[src/rtl/ripple_mon_pkg.sv]
// Shared types and event-record layout for the ripple down-counter monitor.
// Event record is {err, epoch, value}, MSB first.
package ripple_mon_pkg;

  typedef enum logic {
    SEEK  = 1'b0,
    TRACK = 1'b1
  } mon_state_t;

  localparam int DEF_WIDTH   = 4;
  localparam int DEF_EPOCH_W = 8;

  localparam int EV_VALUE_LSB = 0;

  function automatic int ev_epoch_lsb(input int width);
    return width;
  endfunction

  function automatic int ev_err_pos(input int width, input int epoch_w);
    return width + epoch_w;
  endfunction

  function automatic int ev_width(input int width, input int epoch_w);
    return 1 + width + epoch_w;
  endfunction

endpackage

[src/rtl/ripple_mon_fifo.sv]
// Two-entry valid/ready event buffer. The output side is driven purely from
// registered occupancy, so ready never reaches valid combinationally.
module ripple_mon_fifo #(
  parameter int DW = 13
) (
  input  logic          i_clk,
  input  logic          i_rst_n,
  input  logic          i_clr,
  input  logic          i_push,
  input  logic [DW-1:0] i_data,
  input  logic          i_ready,
  output logic          o_valid,
  output logic [DW-1:0] o_data,
  output logic          o_full,
  output logic          o_empty,
  output logic          o_drop
);

  logic [DW-1:0] r_mem [2];
  logic          r_wr_ptr;
  logic          r_rd_ptr;
  logic [1:0]    r_cnt;

  logic w_pop;
  logic w_push_ok;

  assign o_empty   = (r_cnt == 2'd0);
  assign o_full    = (r_cnt == 2'd2);
  assign o_valid   = !o_empty;
  assign w_pop     = o_valid && i_ready;
  // A pop in the same cycle frees the slot the push needs.
  assign w_push_ok = i_push && (!o_full || w_pop);
  assign o_drop    = i_push && !w_push_ok && !i_clr;
  assign o_data    = o_valid ? r_mem[r_rd_ptr] : '0;

  always_ff @(posedge i_clk or negedge i_rst_n) begin
    if (!i_rst_n) begin
      r_mem[0] <= '0;
      r_mem[1] <= '0;
      r_wr_ptr <= 1'b0;
      r_rd_ptr <= 1'b0;
      r_cnt    <= 2'd0;
    end else if (i_clr) begin
      r_wr_ptr <= 1'b0;
      r_rd_ptr <= 1'b0;
      r_cnt    <= 2'd0;
    end else begin
      if (w_push_ok) begin
        r_mem[r_wr_ptr] <= i_data;
        r_wr_ptr        <= ~r_wr_ptr;
      end
      if (w_pop) r_rd_ptr <= ~r_rd_ptr;
      case ({w_push_ok, w_pop})
        2'b10:   r_cnt <= r_cnt + 2'd1;
        2'b01:   r_cnt <= r_cnt - 2'd1;
        default: r_cnt <= r_cnt;
      endcase
    end
  end

endmodule

[src/rtl/ripple_count_monitor.sv]
// Watches an asynchronous ripple down-counter, filters glitches, counts wraps
// and logs each accepted step (legal or skipped) as an event record.
//
// state | meaning
// SEEK  | no reference value yet; next stable value becomes the reference
// TRACK | reference held; each new stable value is classified and logged
module ripple_count_monitor
  import ripple_mon_pkg::*;
#(
  parameter int WIDTH   = DEF_WIDTH,
  parameter int EPOCH_W = DEF_EPOCH_W
) (
  input  logic                     clk,
  input  logic                     rst,
  input  logic [WIDTH-1:0]         count,
  input  logic                     clr,
  output logic [WIDTH+EPOCH_W:0]   ev_data,
  output logic                     ev_valid,
  input  logic                     ev_ready,
  output logic [EPOCH_W-1:0]       epoch,
  output logic                     skip_err,
  output logic                     ovf
);

  localparam int EV_W      = ev_width(WIDTH, EPOCH_W);
  localparam int EPOCH_LSB = ev_epoch_lsb(WIDTH);
  localparam int ERR_POS   = ev_err_pos(WIDTH, EPOCH_W);
  localparam logic [EPOCH_W-1:0] EPOCH_MAX = {EPOCH_W{1'b1}};

  mon_state_t r_state, w_state_nxt;

  logic [WIDTH-1:0]   r_s1, r_s2, r_s2_prev, r_stable, r_prev;
  logic [2:0]         r_hist_vld;
  logic [EPOCH_W-1:0] r_epoch;
  logic               r_skip_err, r_ovf;

  logic               w_stable_vld, w_new_stable;
  logic [WIDTH-1:0]   w_prev_dec;
  logic               w_push, w_err, w_wrap, w_prev_ld, w_drop;
  logic [EPOCH_W-1:0] w_epoch_nxt;
  logic [EV_W-1:0]    w_ev;
  logic               w_fifo_full, w_fifo_empty;

  // History-valid bits keep reset/clear zeros from posing as a settled value.
  assign w_stable_vld = r_hist_vld[2] && (r_s2 == r_s2_prev);
  assign w_new_stable = w_stable_vld && (r_s2 != r_stable);
  assign w_prev_dec   = r_prev - WIDTH'(1);

  always_comb begin
    w_state_nxt = r_state;
    w_push      = 1'b0;
    w_err       = 1'b0;
    w_wrap      = 1'b0;
    w_prev_ld   = 1'b0;
    case (r_state)
      SEEK: begin
        if (w_stable_vld) begin
          w_prev_ld   = 1'b1;
          w_state_nxt = TRACK;
        end
      end
      TRACK: begin
        if (w_new_stable) begin
          w_prev_ld = 1'b1;
          w_push    = 1'b1;
          if (r_s2 == w_prev_dec) w_wrap = (r_prev == '0);
          else                    w_err  = 1'b1;
        end
      end
      default: w_state_nxt = SEEK;
    endcase
  end

  assign w_epoch_nxt = (w_wrap && (r_epoch != EPOCH_MAX)) ? r_epoch + EPOCH_W'(1) : r_epoch;

  always_comb begin
    w_ev = '0;
    w_ev[ERR_POS]                   = w_err;
    w_ev[EPOCH_LSB +: EPOCH_W]      = w_epoch_nxt;
    w_ev[EV_VALUE_LSB +: WIDTH]     = r_s2;
  end

  always_ff @(posedge clk or negedge rst) begin
    if (!rst) begin
      r_state    <= SEEK;
      r_s1       <= '0;
      r_s2       <= '0;
      r_s2_prev  <= '0;
      r_hist_vld <= '0;
      r_stable   <= '0;
      r_prev     <= '0;
      r_epoch    <= '0;
      r_skip_err <= 1'b0;
      r_ovf      <= 1'b0;
    end else if (clr) begin
      r_state    <= SEEK;
      r_s1       <= '0;
      r_s2       <= '0;
      r_s2_prev  <= '0;
      r_hist_vld <= '0;
      r_stable   <= '0;
      r_prev     <= '0;
      r_epoch    <= '0;
      r_skip_err <= 1'b0;
      r_ovf      <= 1'b0;
    end else begin
      r_state    <= w_state_nxt;
      r_s1       <= count;
      r_s2       <= r_s1;
      r_s2_prev  <= r_s2;
      r_hist_vld <= {r_hist_vld[1:0], 1'b1};
      if (w_stable_vld) r_stable <= r_s2;
      if (w_prev_ld)    r_prev   <= r_s2;
      r_epoch    <= w_epoch_nxt;
      if (w_err)  r_skip_err <= 1'b1;
      if (w_drop) r_ovf      <= 1'b1;
    end
  end

  ripple_mon_fifo #(.DW(EV_W)) u_fifo (
    .i_clk   (clk),
    .i_rst_n (rst),
    .i_clr   (clr),
    .i_push  (w_push),
    .i_data  (w_ev),
    .i_ready (ev_ready),
    .o_valid (ev_valid),
    .o_data  (ev_data),
    .o_full  (w_fifo_full),
    .o_empty (w_fifo_empty),
    .o_drop  (w_drop)
  );

  assign epoch    = r_epoch;
  assign skip_err = r_skip_err;
  assign ovf      = r_ovf;

endmodule

[config.mk]
export PLATFORM = sky130hd
export DESIGN_NAME = ripple_count_monitor
export DESIGN_NICKNAME = d
export VERILOG_FILES = /design/src/rtl/ripple_mon_pkg.sv /design/src/rtl/ripple_mon_fifo.sv /design/src/rtl/ripple_count_monitor.sv
export SDC_FILE = /design/constraint.sdc
export NUM_CORES = 1
export LEC_CHECK = 0
export CAP_MARGIN = 20
export CORE_UTILIZATION = 56
export DETAILED_ROUTE_END_ITERATION = 7
export PLACE_DENSITY_LB_ADDON = 0.05
export SLEW_MARGIN = 0
export SYNTH_ARGS = -nofsm -noshare
export SYNTH_HDL_FRONTEND = slang
export SYNTH_HIERARCHICAL = 1
export SYNTH_SLANG_ARGS = --single-unit
[constraint.sdc]
create_clock -name clk -period 4.1 [get_ports clk]
set_clock_uncertainty 0.1 [all_clocks]
set_input_delay 0.82 -clock clk [delete_from_list [all_inputs] [get_ports clk]]
set_output_delay 0.82 -clock clk [all_outputs]
set_load 0.02 [all_outputs]
==> summary.md, run 1 <==
| Metric | Value |
|---|---|
| Vias in the first global route | 1,969 |
| Final Hold Fails | 0 |
| Die Y | roughly 77 um |
| I/O Buffers | 31 |
| GPL Wtd Cong | 0.817 |
| Clock Sinks | 64 |
| Remaining antenna violation count after routing | 0 |
| Synth Cell Area | roughly 3200 sq um |
| Ys Warns | 6 |
| Area Growth Syn to Fin | 16.6% |
| Status | completed |
| Worst reg2reg path endpoint | u_fifo/r_mem[24] |
| Peak VDD IR | just over 0.0003 V |
| Via density | approximately 5.4 |
| Initial antenna violation count | 0 |
| First-pass GRT wire length | between 9000 and 10,000 um |
| Period utilization | between 70% and 80% |
| Clock transition at path regs | roughly 0.070 ns |
| Clk Latency, worst-skew pair | 0.33 ns |
| Worst reg2reg setup slack | between 1 and 1.5 ns |
| Setup tns final | 0 ns |
| Final Critical Period | 3.12 ns |
| Crit-path max FO | 14 |
| Avg Cell Area, Syn | between 10 and 15 sq um |
| CTS tree | built |
| Core area | about 5300 sq um |
| Logic pwr share | under 10% |
| CP Launch Type | flop |
| 1st-pass router iterations | 4 |
| Top-Level Pins | 32 |
| Total power | 1.21 mW |
| Wire length per cell | 15.0 um |
| Std cell rows | 26 |
| DP HPWL | approximately 3900 um |
| Total length of routed wires | 5580 um |
| Resized cells post-CTS | 0 |
| Fmax | around 320 MHz |
| Pin count of the biggest net entering global routing | 50 |
| Gate Count Post-Synth | around 270 |
| Buffer count from post-CTS setup fixing | 0 |
| Setup Crit Path Kind | reg2out |
| Final slew viol count | 0 |
| DRC Markers | 0 |
| Mapped Nets | approximately 280 |
| Starting Density | approximately three fifths |
| Leakage power | around 1.7 nW |
| Grt ovf | 0 |
| Layout cells sized above 1 | 18.8% |
| RSZ-0062 raised after global routing | no |
| N_diodes | 0 |
| Power per Cell Area | 329 nW/um^2 |
| CP Data Required Time | around 3.2 ns |
| Hold Crit Class | in2async |
| # setup viols final | 0 |
| Crit path capture type | output port |
| Worst slew margin relative to its limit | 38.5% |
| DIE AREA | approximately 5900 sq um |
| CTS Buf Count | 9 |
| Die X | 77.1 um |
| DR iter-0 viols | a little over 60 |
| Nets | a little over 300 |
| Int Pwr | 947 uW |
| Clock root buffer master | clkbuf_8 |
| CTS Buffer Depth | 2 |
| CTS H-tree depth | 3 |
| Total Routing Usage GR | around 22% |
| Reported net switching power | roughly 260 uW |
| FF-to-FF path depth | 5 |
| Clock power share | roughly two fifths |
| Worst-margin pin slew | ~0.92 ns |
| Hold-fix buffers, CTS | 0 |
| Via Count | around 2,000 |
| Reg power frac | around 54% |
| CP arrival | 2.20 ns |
| # fillers | around 400 |
| Switching share of power | a little over a fifth |
| MaxCap Viol Count | 0 |
| R2r startpoint | r_s2[1] |
==> cell type report <==
| cell class | instances | area (sq um) | area share [%] |
|---|---|---|---|
| timing repair buffer | 35 | 348 | 9.45 |
| tap | 70 | 87.6 | 2.38 |
| clock inverter | 4 | 45.0 | 1.22 |
| inverter | 6 | 22.5 | 0.612 |
| sequential | 64 | 1600 | 43.5 |
| multi-input combinational | 182 | 1440 | 39.1 |
| clock buffer | 12 | 135 | 3.67 |
==> routing by layer <==
layer	up-vias	part of all wire, %	track usage, %
met5	-	0	0
met4	0	0.93	5.66
met3	6	3.3	6.43
met2	33	46	32.6
met1	984	50	30.8
li1	974	-	-
==> how the worst max path moves through the flow <==
stage                         start          endpoint  cells past startpoint
floorplan                   r_s2[1]  u_fifo/r_mem[13]                      7
global placement           ev_ready  u_fifo/r_mem[24]                      4
detailed placement         ev_ready  u_fifo/r_mem[17]                      4
CTS                 u_fifo/r_cnt[1]        ev_data[1]                      3
global route        u_fifo/r_cnt[1]        ev_data[7]                      3
finish              u_fifo/r_cnt[1]        ev_data[1]                      3
==> stage by stage <==
| stage | instances | hold WS (ns) | util (%) | area (sq um) | setup WS, ns |
|---|---|---|---|---|---|
| CTS | 372 | 0.358 | 69.4 | 3660 | 0.961 |
| global placement | 356 | 0.342 | 66.0 | 3480 | 1.25 |
| floorplan | 265 | 0.339 | - | 3160 | 1.62 |
| finish | 373 | 0.235 | 69.8 | 3680 | 0.979 |
| detailed placement | 356 | 0.349 | 66.0 | 3480 | 1.20 |
| global route | 373 | 0.235 | 69.8 | 3680 | 0.759 |
==> worst max-delay path, stage by stage (launching register included) <==
cell	delay, ns
dfrtp_1	0.44
nor2_1	0.73
nor2_1	0.12
clkdlybuf4s50_1	0.57
==> sequential cells by signal (all words and copies together), names as in the netlist <==
register	cells
ovf	1
r_prev	4
r_state	1
u_fifo/r_rd_ptr	1
u_fifo/r_mem	26
u_fifo/r_wr_ptr	1
u_fifo/r_cnt	2
r_stable	4
r_hist_vld	3
r_s2	4
r_s2_prev	4
epoch	8
r_s1	4
skip_err	1
==> power groups by stage <==
stage	clock network, mW	logic, mW	registers [mW]
final	0.497	0.0648	0.648
after CTS	0.510	0.0636	0.648
after global placement	0	0.0630	0.660
after global routing	0.539	0.0733	0.649
after floorplan	0	0.0361	0.657
after detailed placement	0	0.0636	0.660
==> cell usage in the layout (no fill, tap or decap), types with 2 or more instances in the layout <==
cell type         n
mux2_1            4
inv_1             6
xor2_1           12
mux2i_1          18
mux2_2           22
clkbuf_1          3
dfrtp_1          64
o21a_1            2
nand3_1           7
o21ai_0           3
clkbuf_8          9
ha_1              3
nand2_1           5
xnor2_1           8
buf_4             3
clkdlybuf4s50_1  30
a21oi_1           4
or3_1             2
and3_1            2
nor2_1           33
nand4_1           4
and2_1            3
nor3_1            4
nor2b_1          21
mux2_4           10
clkinv_2          3
(Power assumes the default switching activity.)
==> inputs of run 2 (changes only) <==
Settings changed: CORE_UTILIZATION 56 to 51.
Clock period 4.1 ns to 2.8 ns, I/O delays scaled along.
==> summary.md, run 2 (same netlist as run 1, synthesis figures left out) <==
| Metric | Value |
|---|---|
| Setup tns final | 0 ns (unchanged) |
| Max reg flops | 26 (unchanged) |
| Top reg by flops | u_fifo/r_mem |
| Remaining antenna violation count after routing | 0 (unchanged) |
| Peak VDD IR | 0.000336 V (+8.8%) |
| N_diodes | 0 (unchanged) |
| Worst-margin pin slew | 0.817 ns (-0.101 ns) |
| CP arrival | 2.75 ns (+0.55 ns) |
| Clk Latency, worst-skew pair | 0.34 ns (about the same) |
| Busiest layer in global routing | met2 |
| Util after Layout | 62.4% (-7.4 points) |
| Via Count | 2,012 (+0.75%) |
| Hold-fix buffers, CTS | 0 (unchanged) |
| Layout cells sized above 1 | 20.3% (+1.4 points) |
| I/O Buffers | 31 (unchanged) |
| Vias in the first global route | 1,927 (-2.1%) |
| Clock transition at path regs | 0.07 ns (about the same) |
| Leakage power | 1.73 nW (+1.0%) |
| CTS Buf Count | 9 (unchanged) |
| # fillers | 492 (+25%) |
| Fmax | 380 MHz |
| 1st-pass router iterations | 4 (unchanged) |
| Power per Cell Area | 479 nW/um^2 (+46%) |
| Area Growth Syn to Fin | 17.8% |
| GPL Wtd Cong | 0.797 (-2.4%) |
| Period utilization | 93.9% |
| Crit path capture type | flop |
| Die X | 80.7 um (+4.7%) |
| Std cell rows | 28 (+7.7%) |
| Status | completed |
| # setup viols final | 0 (unchanged) |
| Grt met2 use | 30.6% (-2.0 points) |
| FF-to-FF path depth | 7 (+2) |
| DIE AREA | 6510 sq um (+9.5%) |
| Final slew viol count | 0 (unchanged) |
| Setup Crit Path Kind | reg2reg |
| First-pass GRT wire length | 9690 um (-2.0%) |
| Buffer count from post-CTS setup fixing | 0 (unchanged) |
| Die Y | 80.7 um (+4.7%) |
| DR iter-0 viols | 130 (+110%) |
| CP Data Required Time | 2.92 ns (-0.26 ns) |
| Top-Level Pins | 32 (unchanged) |
| Clock Sinks | 64 (unchanged) |
| Total Routing Usage GR | 20.6% (-1.0 points) |
| Pin count of the biggest net entering global routing | 41 (-18%) |
| Via density | 5.28 (-1.4%) |
| Grt ovf | 0 (unchanged) |
| CP Launch Type | flop |
| DP HPWL | 4200 um (+8.4%) |
| Wire length per cell | 15.5 um (+3.7%) |
| Most frequent cells in the layout | 64 x dfrtp_1, 33 x nor2_1, 30 x clkdlybuf4s50_1 |
| DRC Markers | 0 (unchanged) |
| CTS tree | built |
| Hold Crit Class | in2async |
| Most common cell after layout, fill and taps aside | dfrtp_1 |
| Worst slew margin relative to its limit | 45.5% (+6.9 points) |
| Total length of routed wires | 5910 um (+5.9%) |
| CTS H-tree depth | 3 (unchanged) |
| Nets | 314 (+1.6%) |
| Crit-path max FO | 6 (-8) |
| Initial antenna violation count | 0 (unchanged) |
| Final Critical Period | around 2.6 ns |
| Clock root buffer master | clkbuf_8 |
| Starting Density | 53.0% (-6.9 points) |
| Resized cells post-CTS | 0 (unchanged) |
| CTS Buffer Depth | 2 (unchanged) |
| Met1 GRT Util | 28.4% (-2.3 points) |
| Met3 GRT Util | 4.43% (-2.0 points) |
| Worst reg2reg setup slack | 0.17 ns (-1.14 ns) |
| Core area | 5960 sq um (+13%) |
| Final Hold Fails | 0 (unchanged) |
| RSZ-0062 raised after global routing | no |
| MaxCap Viol Count | 0 (unchanged) |
| R2r startpoint | epoch[0] |
| Worst reg2reg path endpoint | u_fifo/r_mem[18] |
==> run 2: how the worst max path moves through the flow <==
stage	end	start	cells past startpoint
floorplan	u_fifo/r_mem[13]	r_s2[1]	7
global placement	u_fifo/r_mem[0]	ev_ready	4
detailed placement	u_fifo/r_mem[0]	ev_ready	4
CTS	u_fifo/r_mem[18]	epoch[0]	7
global route	u_fifo/r_mem[18]	r_s2[2]	7
finish	u_fifo/r_mem[18]	epoch[0]	7
==> run 2: routing by layer <==
layer	wire length [um]	part of all wire, %	vias up
li1	-	-	982
met1	2870	49	983
met2	2780	47	38
met3	198	3.3	9
met4	70	1.2	0
met5	0	0	-
==> run 2: where the power goes <==
part           internal [mW]  switching [mW]
sequential             0.937          0.0108
clock                  0.398           0.336
combinational         0.0435          0.0572
==> run 2: area by class of cell <==
| type | instances | area [sq um] | share of cell area (%) |
|---|---|---|---|
| Tap cell | 75 | 93.8 | 2.52 |
| Timing Repair Buffer | 40 | 385 | 10.4 |
| Multi-Input combinational cell | 182 | 1440 | 38.7 |
| Inverter | 6 | 22.5 | 0.606 |
| Sequential cell | 64 | 1600 | 43.1 |
| Clock inverter | 4 | 47.5 | 1.28 |
| Clock buffer | 10 | 128 | 3.43 |
==> run 2: per-stage QoR <==
stage / power (mW) / worst slack [ns] / std cells / instance area [sq um] / hold slack, ns
floorplan: 1.02 / 0.317 / 265 / 3160 / 0.164
global route: 1.86 / 0.0551 / 381 / 3720 / 0.166
detailed placement: 1.07 / 0.139 / 367 / 3540 / 0.353
global placement: 1.07 / 0.172 / 367 / 3540 / 0.343
finish: 1.78 / 0.170 / 381 / 3720 / 0.117
CTS: 1.81 / 0.209 / 381 / 3720 / 0.131
==> run 2: critical path: stages (launching register included) <==
cell and delay, ns:
dfrtp_1 0.46, ha_1 0.28, nand3_1 0.12, o2111a_1 0.22, nand4_1 0.19, nor3_1 0.45, mux2_2 0.43, mux2_2 0.26
